## src/rtl/sha256_pkg.sv

```systemverilog
// Shared types and constants for the SHA-256 message sequencer.
package sha256_pkg;

    typedef enum logic [2:0] {
        ST_IDLE,
        ST_FILL,
        ST_SEND,
        ST_WAIT,
        ST_COLLECT,
        ST_DONE
    } state_t;

    localparam int         BLOCK_BYTES    = 64;
    localparam int         LEN_OFFSET     = 56;
    localparam logic [7:0] PAD_BYTE       = 8'h80;
    localparam int         DIGEST_NIBBLES = 64;

endpackage

```

## src/rtl/sha256_pad_mux.sv

```systemverilog
// Selects the byte presented to the hash core at block index idx:
// buffered message byte, the 0x80 terminator, the bit-length trailer, or zero.
module sha256_pad_mux #(
    parameter int LEN_W = 32
) (
    input  logic [5:0]       idx,
    input  logic [6:0]       fill_cnt,
    input  logic             msg_done,
    input  logic             pad80_sent,
    input  logic             final_block,
    input  logic [LEN_W-1:0] msg_len,
    input  logic [7:0]       buf_byte,
    output logic [7:0]       byte_out,
    output logic             pad80_now
);
    import sha256_pkg::*;

    logic [63:0] bit_len;
    logic [63:0] len_shift;

    always_comb begin
        bit_len   = {{(61-LEN_W){1'b0}}, msg_len, 3'b000};
        // Index 56..63 maps to big-endian byte 0..7 of the length word.
        len_shift = bit_len << {idx[2:0], 3'b000};
        pad80_now = ({1'b0, idx} == fill_cnt) && msg_done && !pad80_sent;
        byte_out  = 8'h00;
        if ({1'b0, idx} < fill_cnt) begin
            byte_out = buf_byte;
        end else if (pad80_now) begin
            byte_out = PAD_BYTE;
        end else if (final_block && (idx >= 6'(LEN_OFFSET))) begin
            byte_out = len_shift[63:56];
        end
    end

endmodule

```

## src/rtl/sha256_msg_sequencer.sv

```systemverilog
// Buffers a byte message into 64-byte blocks, streams padded blocks to the
// SHA-256 core, and gathers the core's nibble digest into a 256-bit result.
module sha256_msg_sequencer #(
    parameter int LEN_W = 32
) (
    input  logic         clk,
    input  logic         reset,
    input  logic [7:0]   in_data,
    input  logic         in_valid,
    input  logic         in_last,
    input  logic         in_empty,
    output logic         in_ready,
    output logic [7:0]   core_data,
    output logic         core_write_enable,
    output logic         core_first_block,
    output logic         core_last_block,
    input  logic         core_busy,
    input  logic [3:0]   core_digest,
    input  logic         core_output_valid,
    output logic [255:0] digest,
    output logic         digest_valid,
    input  logic         digest_ready,
    output logic         busy
);
    import sha256_pkg::*;

    state_t           state, next_state;
    logic [6:0]       fill_cnt;
    logic [LEN_W-1:0] msg_len;
    logic             msg_done;
    logic             pad80_sent;
    logic             later_block;
    logic             busy_seen;
    logic [5:0]       byte_idx;
    logic [5:0]       nib_cnt;
    logic [7:0]       blk_buf [BLOCK_BYTES];

    logic             accept;
    logic             store;
    logic             final_block;
    logic             busy_fall;
    logic [7:0]       pad_byte;
    logic             pad80_now;

    assign accept      = in_valid && in_ready;
    assign store       = accept && !in_empty;
    assign final_block = msg_done && (fill_cnt < 7'(LEN_OFFSET));
    assign busy_fall   = busy_seen && !core_busy;
    assign core_data   = core_write_enable ? pad_byte : 8'h00;

    sha256_pad_mux #(.LEN_W(LEN_W)) u_pad_mux (
        .idx        (byte_idx),
        .fill_cnt   (fill_cnt),
        .msg_done   (msg_done),
        .pad80_sent (pad80_sent),
        .final_block(final_block),
        .msg_len    (msg_len),
        .buf_byte   (blk_buf[byte_idx]),
        .byte_out   (pad_byte),
        .pad80_now  (pad80_now)
    );

    always_comb begin
        next_state        = state;
        in_ready          = 1'b0;
        core_write_enable = 1'b0;
        core_first_block  = 1'b0;
        core_last_block   = 1'b0;
        digest_valid      = 1'b0;
        busy              = (state != ST_IDLE);
        case (state)
            ST_IDLE: begin
                in_ready = 1'b1;
                if (accept) next_state = in_last ? ST_SEND : ST_FILL;
            end
            ST_FILL: begin
                in_ready = (fill_cnt != 7'(BLOCK_BYTES));
                if (accept && (in_last || (store && fill_cnt == 7'(BLOCK_BYTES-1))))
                    next_state = ST_SEND;
            end
            ST_SEND: begin
                core_write_enable = 1'b1;
                core_first_block  = (byte_idx == 6'd0) && !later_block;
                core_last_block   = (byte_idx == 6'd0) && final_block;
                if (byte_idx == 6'(BLOCK_BYTES-1)) next_state = ST_WAIT;
            end
            ST_WAIT: begin
                if (busy_fall) begin
                    if (final_block)   next_state = ST_COLLECT;
                    else if (msg_done) next_state = ST_SEND;
                    else               next_state = ST_FILL;
                end
            end
            ST_COLLECT: begin
                if (core_output_valid && nib_cnt == 6'(DIGEST_NIBBLES-1)) next_state = ST_DONE;
            end
            ST_DONE: begin
                digest_valid = 1'b1;
                if (digest_ready) next_state = ST_IDLE;
            end
            default: next_state = ST_IDLE;
        endcase
    end

    always_ff @(posedge clk) begin
        if (reset) begin
            state       <= ST_IDLE;
            fill_cnt    <= '0;
            msg_len     <= '0;
            msg_done    <= 1'b0;
            pad80_sent  <= 1'b0;
            later_block <= 1'b0;
            busy_seen   <= 1'b0;
            byte_idx    <= '0;
            nib_cnt     <= '0;
            digest      <= '0;
        end else begin
            state <= next_state;
            if (store) begin
                fill_cnt <= fill_cnt + 7'd1;
                msg_len  <= msg_len + 1'b1;
            end
            if (accept && in_last) msg_done <= 1'b1;
            // byte_idx wraps to 0 at the end of each block
            if (state == ST_SEND) begin
                byte_idx <= byte_idx + 6'd1;
                if (pad80_now) pad80_sent <= 1'b1;
                if (byte_idx == 6'(BLOCK_BYTES-1)) later_block <= 1'b1;
            end
            if (state == ST_WAIT) begin
                if (core_busy) busy_seen <= 1'b1;
                if (busy_fall) begin
                    busy_seen <= 1'b0;
                    if (!final_block) fill_cnt <= '0;
                end
            end
            if (state == ST_COLLECT && core_output_valid) begin
                digest  <= {digest[251:0], core_digest};
                nib_cnt <= nib_cnt + 6'd1;
            end
            if (state == ST_DONE && digest_ready) begin
                fill_cnt    <= '0;
                msg_len     <= '0;
                msg_done    <= 1'b0;
                pad80_sent  <= 1'b0;
                later_block <= 1'b0;
            end
        end
    end

    // Message bytes are pure data: no reset needed.
    always_ff @(posedge clk) begin
        if (store) blk_buf[fill_cnt[5:0]] <= in_data;
    end

endmodule

```

## config.mk

```make
export PLATFORM = sky130hd
export DESIGN_NAME = sha256_msg_sequencer
export DESIGN_NICKNAME = d
export VERILOG_FILES = /design/src/rtl/sha256_pkg.sv /design/src/rtl/sha256_pad_mux.sv /design/src/rtl/sha256_msg_sequencer.sv
export SDC_FILE = /design/constraint.sdc
export NUM_CORES = 1
export LEC_CHECK = 0
export BUFFER_PORTS_ARGS = -buffer_cell sky130_fd_sc_hd__buf_2
export CAP_MARGIN = 40
export CORE_MARGIN = 2
export CORE_UTILIZATION = 45
export DETAILED_ROUTE_END_ITERATION = 8
export GPL_TIMING_DRIVEN = 0
export PLACE_DENSITY = 0.66
export SYNTH_ARGS = -nofsm -noshare
export SYNTH_HDL_FRONTEND = slang
export SYNTH_SLANG_ARGS = --single-unit
```

## constraint.sdc

```tcl
create_clock -name clk -period 2.6 [get_ports clk]
set_input_delay 0.26 -clock clk [delete_from_list [all_inputs] [get_ports clk]]
set_output_delay 0.26 -clock clk [all_outputs]
set_load 0.02 [all_outputs]
```

; ---- Word-level counts from Yosys, hierarchy flattened
; Memories as Yosys holds them, arrays and structs flattened. A register that Yosys moved wholly into a read port is not among the register bits.
; Cells that the tools add are included.
[op_classes]
muxes = 29
reduce_logical = 29
shift = 1
eq_ne = 16
order_cmp = 3
n_addsub = 4
[op_table]
columns = op, n
row1 = left shift 35 x 6 -> 64 bit, 1
row2 = adder 32 x 1 -> 32 bit (second input constant), 1
row3 = two-way mux 8 bit, 4
row4 = two-way mux 7 bit, 4
row5 = two-way mux 3 bit, 7
row6 = case mux 3 bit (6 select lines), 1
row7 = logical AND 1 bit, 15
row8 = adder 6 x 1 -> 6 bit (second input constant), 2
row9 = == test 6 bit (second input constant), 2
row10 = two-way mux 6 bit, 2
row11 = != test 2 bit (second input constant), 6
row12 = two-way mux 1 bit, 8
row13 = adder 7 x 1 -> 7 bit (second input constant), 1
row14 = == test 6 x 7 -> 1 bit, 1
row15 = == test 7 x 6 -> 1 bit (second input constant), 1
row16 = less-than comparator 6 x 7 -> 1 bit, 1
row17 = less-than comparator 7 x 6 -> 1 bit (second input constant), 1
row18 = != test 7 bit (second input constant), 1
row19 = == test 3 x 2 -> 1 bit (second input constant), 2
row20 = == test 3 bit (second input constant), 2
row21 = >= comparator 6 bit (second input constant), 1
row22 = zero test 6 bit, 1
row23 = AND reduction 2 bit, 3
row24 = AND reduction 6 bit, 1
row25 = 9 further kinds, 13
[totals]
reg_bits = 314
input_bits = 20
ram_bits = 512
out_inout_bits = 270
elab_cells = 93
memories = 1
[mem_list]
columns = name, depth, width, rd, rd_ports_with_merged_regs, wr, line_no
row1 = blk_buf, 64, 8, 1, 1, 1, sha256_msg_sequencer.sv:36  ; logic [7:0] blk_buf [BLOCK_BYTES];

; ---- Logic depth before layout (Yosys ltp)
[logic_depth]
word_depth = 9
mapped_depth = 11
depth_no_buf = 8

; ---- Modules after synthesis
; From an unflattened synthesis, not the netlist that was laid out.
[hier_totals]
cells_unflattened = 2442
hier_area_um2 = 31998.2
[by_module_without_submodules]
columns = mod, seq_area_each_um2, cells_per_inst, instances, area_each_um2
row1 = sha256_msg_sequencer, 21780.9, 2378, 1, 31433.9
row2 = sha256_pad_mux, 0.0, 64, 1, 564.3

; ---- Worst setup path before layout
; Ideal clock, no wire load.
[synth_path]
path_type = register to output
startpoint = register byte_idx[0]
endpoint = output port core_data[1]
path_buffers = 1
required_time_ns = 2.340
path_slack_ns = -0.423
stages_incl_launch_ff = 10
arrival_time_ns = 2.763
path_cell_list = dfxtp_1 -> buf_1 -> inv_1 -> ha_1 -> nand4b_1 -> nor4b_1 -> or3b_2 -> nor2_1 -> o21ai_0 -> nor4b_1
[synth_between]
elab_chain_cells = 6
elab_cells_between_ends = 11
classes_between = order compare: 2 / eq/ne: 1 / shift: 1 / mux: 4 / reduce/logical: 3
[synth_rtl]
columns = item, line_no
row1 = from (decl), sha256_msg_sequencer.sv:34  ; logic [5:0] byte_idx;
row2 = from (signal assigned), sha256_msg_sequencer.sv:126  ; byte_idx <= byte_idx + 6'd1;
row3 = branches (longest 4 deep; another with left shift 35 x 6 -> 64 bit), --
row4 = two-way mux 8 bit *, sha256_pad_mux.sv:27  ; if ({1'b0, idx} < fill_cnt) begin
row5 = two-way mux 8 bit *, sha256_msg_sequencer.sv:49  ; assign core_data = core_write_enable ? pad_byte : 8'h00;
row6 = to (decl), sha256_msg_sequencer.sv:13  ; output logic [7:0] core_data,
; Mark *: on every way between the ends.

==> impl_metrics.ini <==
[pwr]
p_per_area_mw_per_mm2 = 710
p_leak_uw = 0.0140
vdd_drop_max_mv = 0.592

[final_layout]
area_delta_synth_final_pct = 28.6
finalNetCount = 3091
layout-drive-gt1-share_pct = 30.0
fill_cells = 5420
fin_cells = 4072
postLayoutCoreUtil_pct = 58.6
diodes = 0

[synthesis]
ys_dominant_reg_cell = edfxtp_1
async_reset_ff_share_pct = 0
synth-edff-count = 512
syn_area_mm2 = 0.0320
postSynthCellCount = 2510
synth.distinct_cells = 60
synth_nets = 2542
seq_area_frac_synth_pct = 68.1
syn_area_per_cell_um2 = 12.7
yosys_warnings = 0
ys_ff_latch = 832

[global_route]
antenna_found_initial = 3
overflow = 0
grt_pass1_vias = 22800
grt_usage_pct = 25.2
grt_max_degree = 59
grt_pass1_wl_mm = 141

[floorplanning]
core_area_mm2 = 0.0701
die_w_um = 271
start_util_pct = 45.6
io_pins = 290
die_h_um = 271
dieArea_mm2 = 0.0732
rows = 97

[worst_setup_path]
worstSetupPathType = register to output pin
start_kind = register
critical-path-top-delay-family = buffers and inverters
cp_max_fo = 10
cp_num_buf_inv = 5
end_kind = output pin
crit_required_ps = 2340
slowest_stage = dfxtp_1
crit_top_cell = buf_4
cp_cell_sequence = buf_6, buf_4, clkbuf_4, buf_8, mux2i_1, nand3_1, nand4_1, o21ai_1, a211oi_2, nor3_2, buf_4
cp_slowest_stage_delay_ps = 350
worst_ep_arrival_time_ps = 3120

[detailed_routing]
drt-pass1-iter-count = 8
initialDrtViolationCount = 2467
vias_per_cell = 5.71
vias = 23200
drc = 0
wl_per_cell_um = 23.5
postRouteAntennaNets = 0
wl_mm = 95.6

[place]
routabilityCongestion = 0.930
hpwl_mm = 64.0
dp.cells = 3784
port_buffers = 289

[clocking]
cts_buffer_depth = 3
insertion_delay_ps = 640
cts_buffers = 87
cts_tree = done
cts.sinks = 832
clk_pin_slew_ps = 60
clockRootBuffer = clkbuf_16
htree_levels = 3

[timing]
tightest_slew_ps = 1060
setup_ws_ps = -775
slew_headroom_pct = 28.9
min_period_over_period_pct = 130
rsz0062_at_grt = true
drv_slew = 0
finalClockSkew_ps = 41.6
fin_setup_tns_ps = -32070
setup_viol = 426
hold_viol = 0
post-route-min-period_ps = 3380
fmax_mhz = 296

[flow_run]
maxCapViolCount = 0

[status]
violations = negative setup slack
status = finished, violations left

[hold_path]
min_path_type = input pin to register
timing repair:
action	CTS	global route
gates cloned	1	0
buffers inserted	81	43
hold endpoints to repair	14	0
hold buffers	9	0
resized for setup	344	159
setup endpoints to repair	745	638
pin swaps	43	67
final cells by class:
type / instances / area, µm² / share of cell area [%]
Buffer: 142 / 936 / 2.28
Clock buffer: 116 / 2370 / 5.75
Clock inverter: 46 / 453 / 1.10
Inverter: 19 / 87.6 / 0.213
Multi-Input combinational cell: 1506 / 10600 / 25.9
Sequential cell: 832 / 21800 / 53.0
Tap cell: 940 / 1180 / 2.86
Timing Repair Buffer: 471 / 3660 / 8.89
state kept, by name (all words and copies together) (netlist names), named ones only:
signal	cells
blk_buf	512
busy_seen	1
byte_idx	6
digest	256
fill_cnt	7
later_block	1
msg_done	1
msg_len	32
nib_cnt	6
pad80_sent	1
state	3
routing by layer:
| layer | vias up | share of wire [%] | global-route usage, % |
|---|---|---|---|
| met1 | 11500 | 38 | 32.3 |
| met2 | 1227 | 47 | 40.9 |
| met4 | 4 | 3.8 | 8.80 |
| met3 | 267 | 11 | 7.54 |
| li1 | 10200 | - | - |
| met5 | - | 0.028 | 0 |
path summary, 6_finish.rpt:
check | cells past startpoint | end | slack (ps) | from
max | 11 | core_data[6] | -780 | register
min | 1 | blk_buf[11][3]$_DFFE_PP_ | 60 | in_data[3]
max reg2reg | 12 | blk_buf[43][5]$_DFFE_PP_ | -180 | fill_cnt[0]$_SDFF_PP0_
min reg2reg | 2 | digest[254]$_SDFFE_PP0P_ | 450 | digest[254]$_SDFFE_PP0P_
cells in the mapped netlist, types with 3 or more instances:
cell type	number	area, µm²
or3_1	15	93.8
or2_2	3	18.8
a22oi_1	10	75.1
a211oi_1	12	90.1
buf_1	13	48.8
a21oi_1	291	1460
buf_4	7	52.6
o21ai_0	45	225
a31oi_1	4	25.0
nand3b_1	3	22.5
nor3_1	26	130
xnor2_1	24	210
edfxtp_1	512	15400
xor2_1	12	105
nand4_1	19	119
a22o_1	4	35.0
a221oi_1	19	166
nor2_1	136	510
nand2b_1	8	50.1
ha_1	12	150
nor4_1	6	37.5
dfxtp_1	320	6410
mux4_2	106	2390
nand2_1	573	2150
buf_2	10	50.1
clkbuf_1	121	454
and3_1	3	18.8
and2_1	8	50.1
nand3_1	37	185
nor2b_1	17	106
mux2i_1	77	771
inv_1	16	60.1
and4_1	5	43.8
o22ai_1	4	25.0
metrics by stage:
step / total power [µW] / worst slack (ps) / area, µm² / hold WS, ps
CTS: 29100 / -759 / 40100 / 48.6
floorplan: 15600 / -152 / 32000 / 359
finish: 29200 / -775 / 41100 / 58.6
detailed placement: 16400 / -1640 / 35200 / 450
global route: 30000 / -795 / 41100 / 64.1
global placement: 16400 / -2160 / 34600 / 449
placed cells by master, fill, tap and decap left out, types with 8 or more instances in the layout:
master         count
buf_2            284
nor3_2             8
clkbuf_2          29
nor2b_1           13
o21ai_2            9
nand2_1          571
xor2_1            12
dfxtp_4            8
nor2_4            60
nor2_1            64
dlygate4sd3_1      9
buf_12            54
clkinv_1          18
mux4_2           106
buf_6             38
o21ai_1           14
nand3_1           31
buf_4             97
mux2i_1           73
clkbuf_16         89
or3_1             14
xnor2_1           24
clkbuf_1          96
a21oi_1          287
edfxtp_1         512
nor2_2            12
a221oi_1          13
o21ai_0           21
inv_1             11
buf_8             17
clkinv_2          10
dfxtp_1          308
nor3_1            16
nand4_1           19
worst register-to-register path, stage by stage, from the launching register on:
cell and delay (ps):
dfxtp_4 370, buf_6 100, buf_6 100, inv_4 40, ha_4 150, and4b_2 260, a211oi_4 370, buf_4 180
buf_6 110, nand4_1 190, buf_12 250, nor2_4 180, buf_6 190
logic make-up (layout without fill, tap and decap cells):
| kind of cell | count (synthesis) | in the layout | synth area share, % |
|---|---|---|---|
| AND/OR/NAND/NOR | 868 | 868 | 11.3 |
| flip-flops | 832 | 832 | 68.1 |
| AO/OA/AOI/OAI | 406 | 406 | 7.04 |
| multiplexers | 184 | 184 | 9.91 |
| buffers and inverters | 172 | 794 | 2.17 |
| XOR/XNOR | 36 | 36 | 0.986 |
| adder cells (fa/ha/maj) | 12 | 12 | 0.469 |
where the power goes:
part,total [µW],internal [µW],switching [µW]
clock,12300,7130,5210
combinational,2810,1250,1560
sequential,14100,14000,46.4
(Power assumes the default switching activity.)
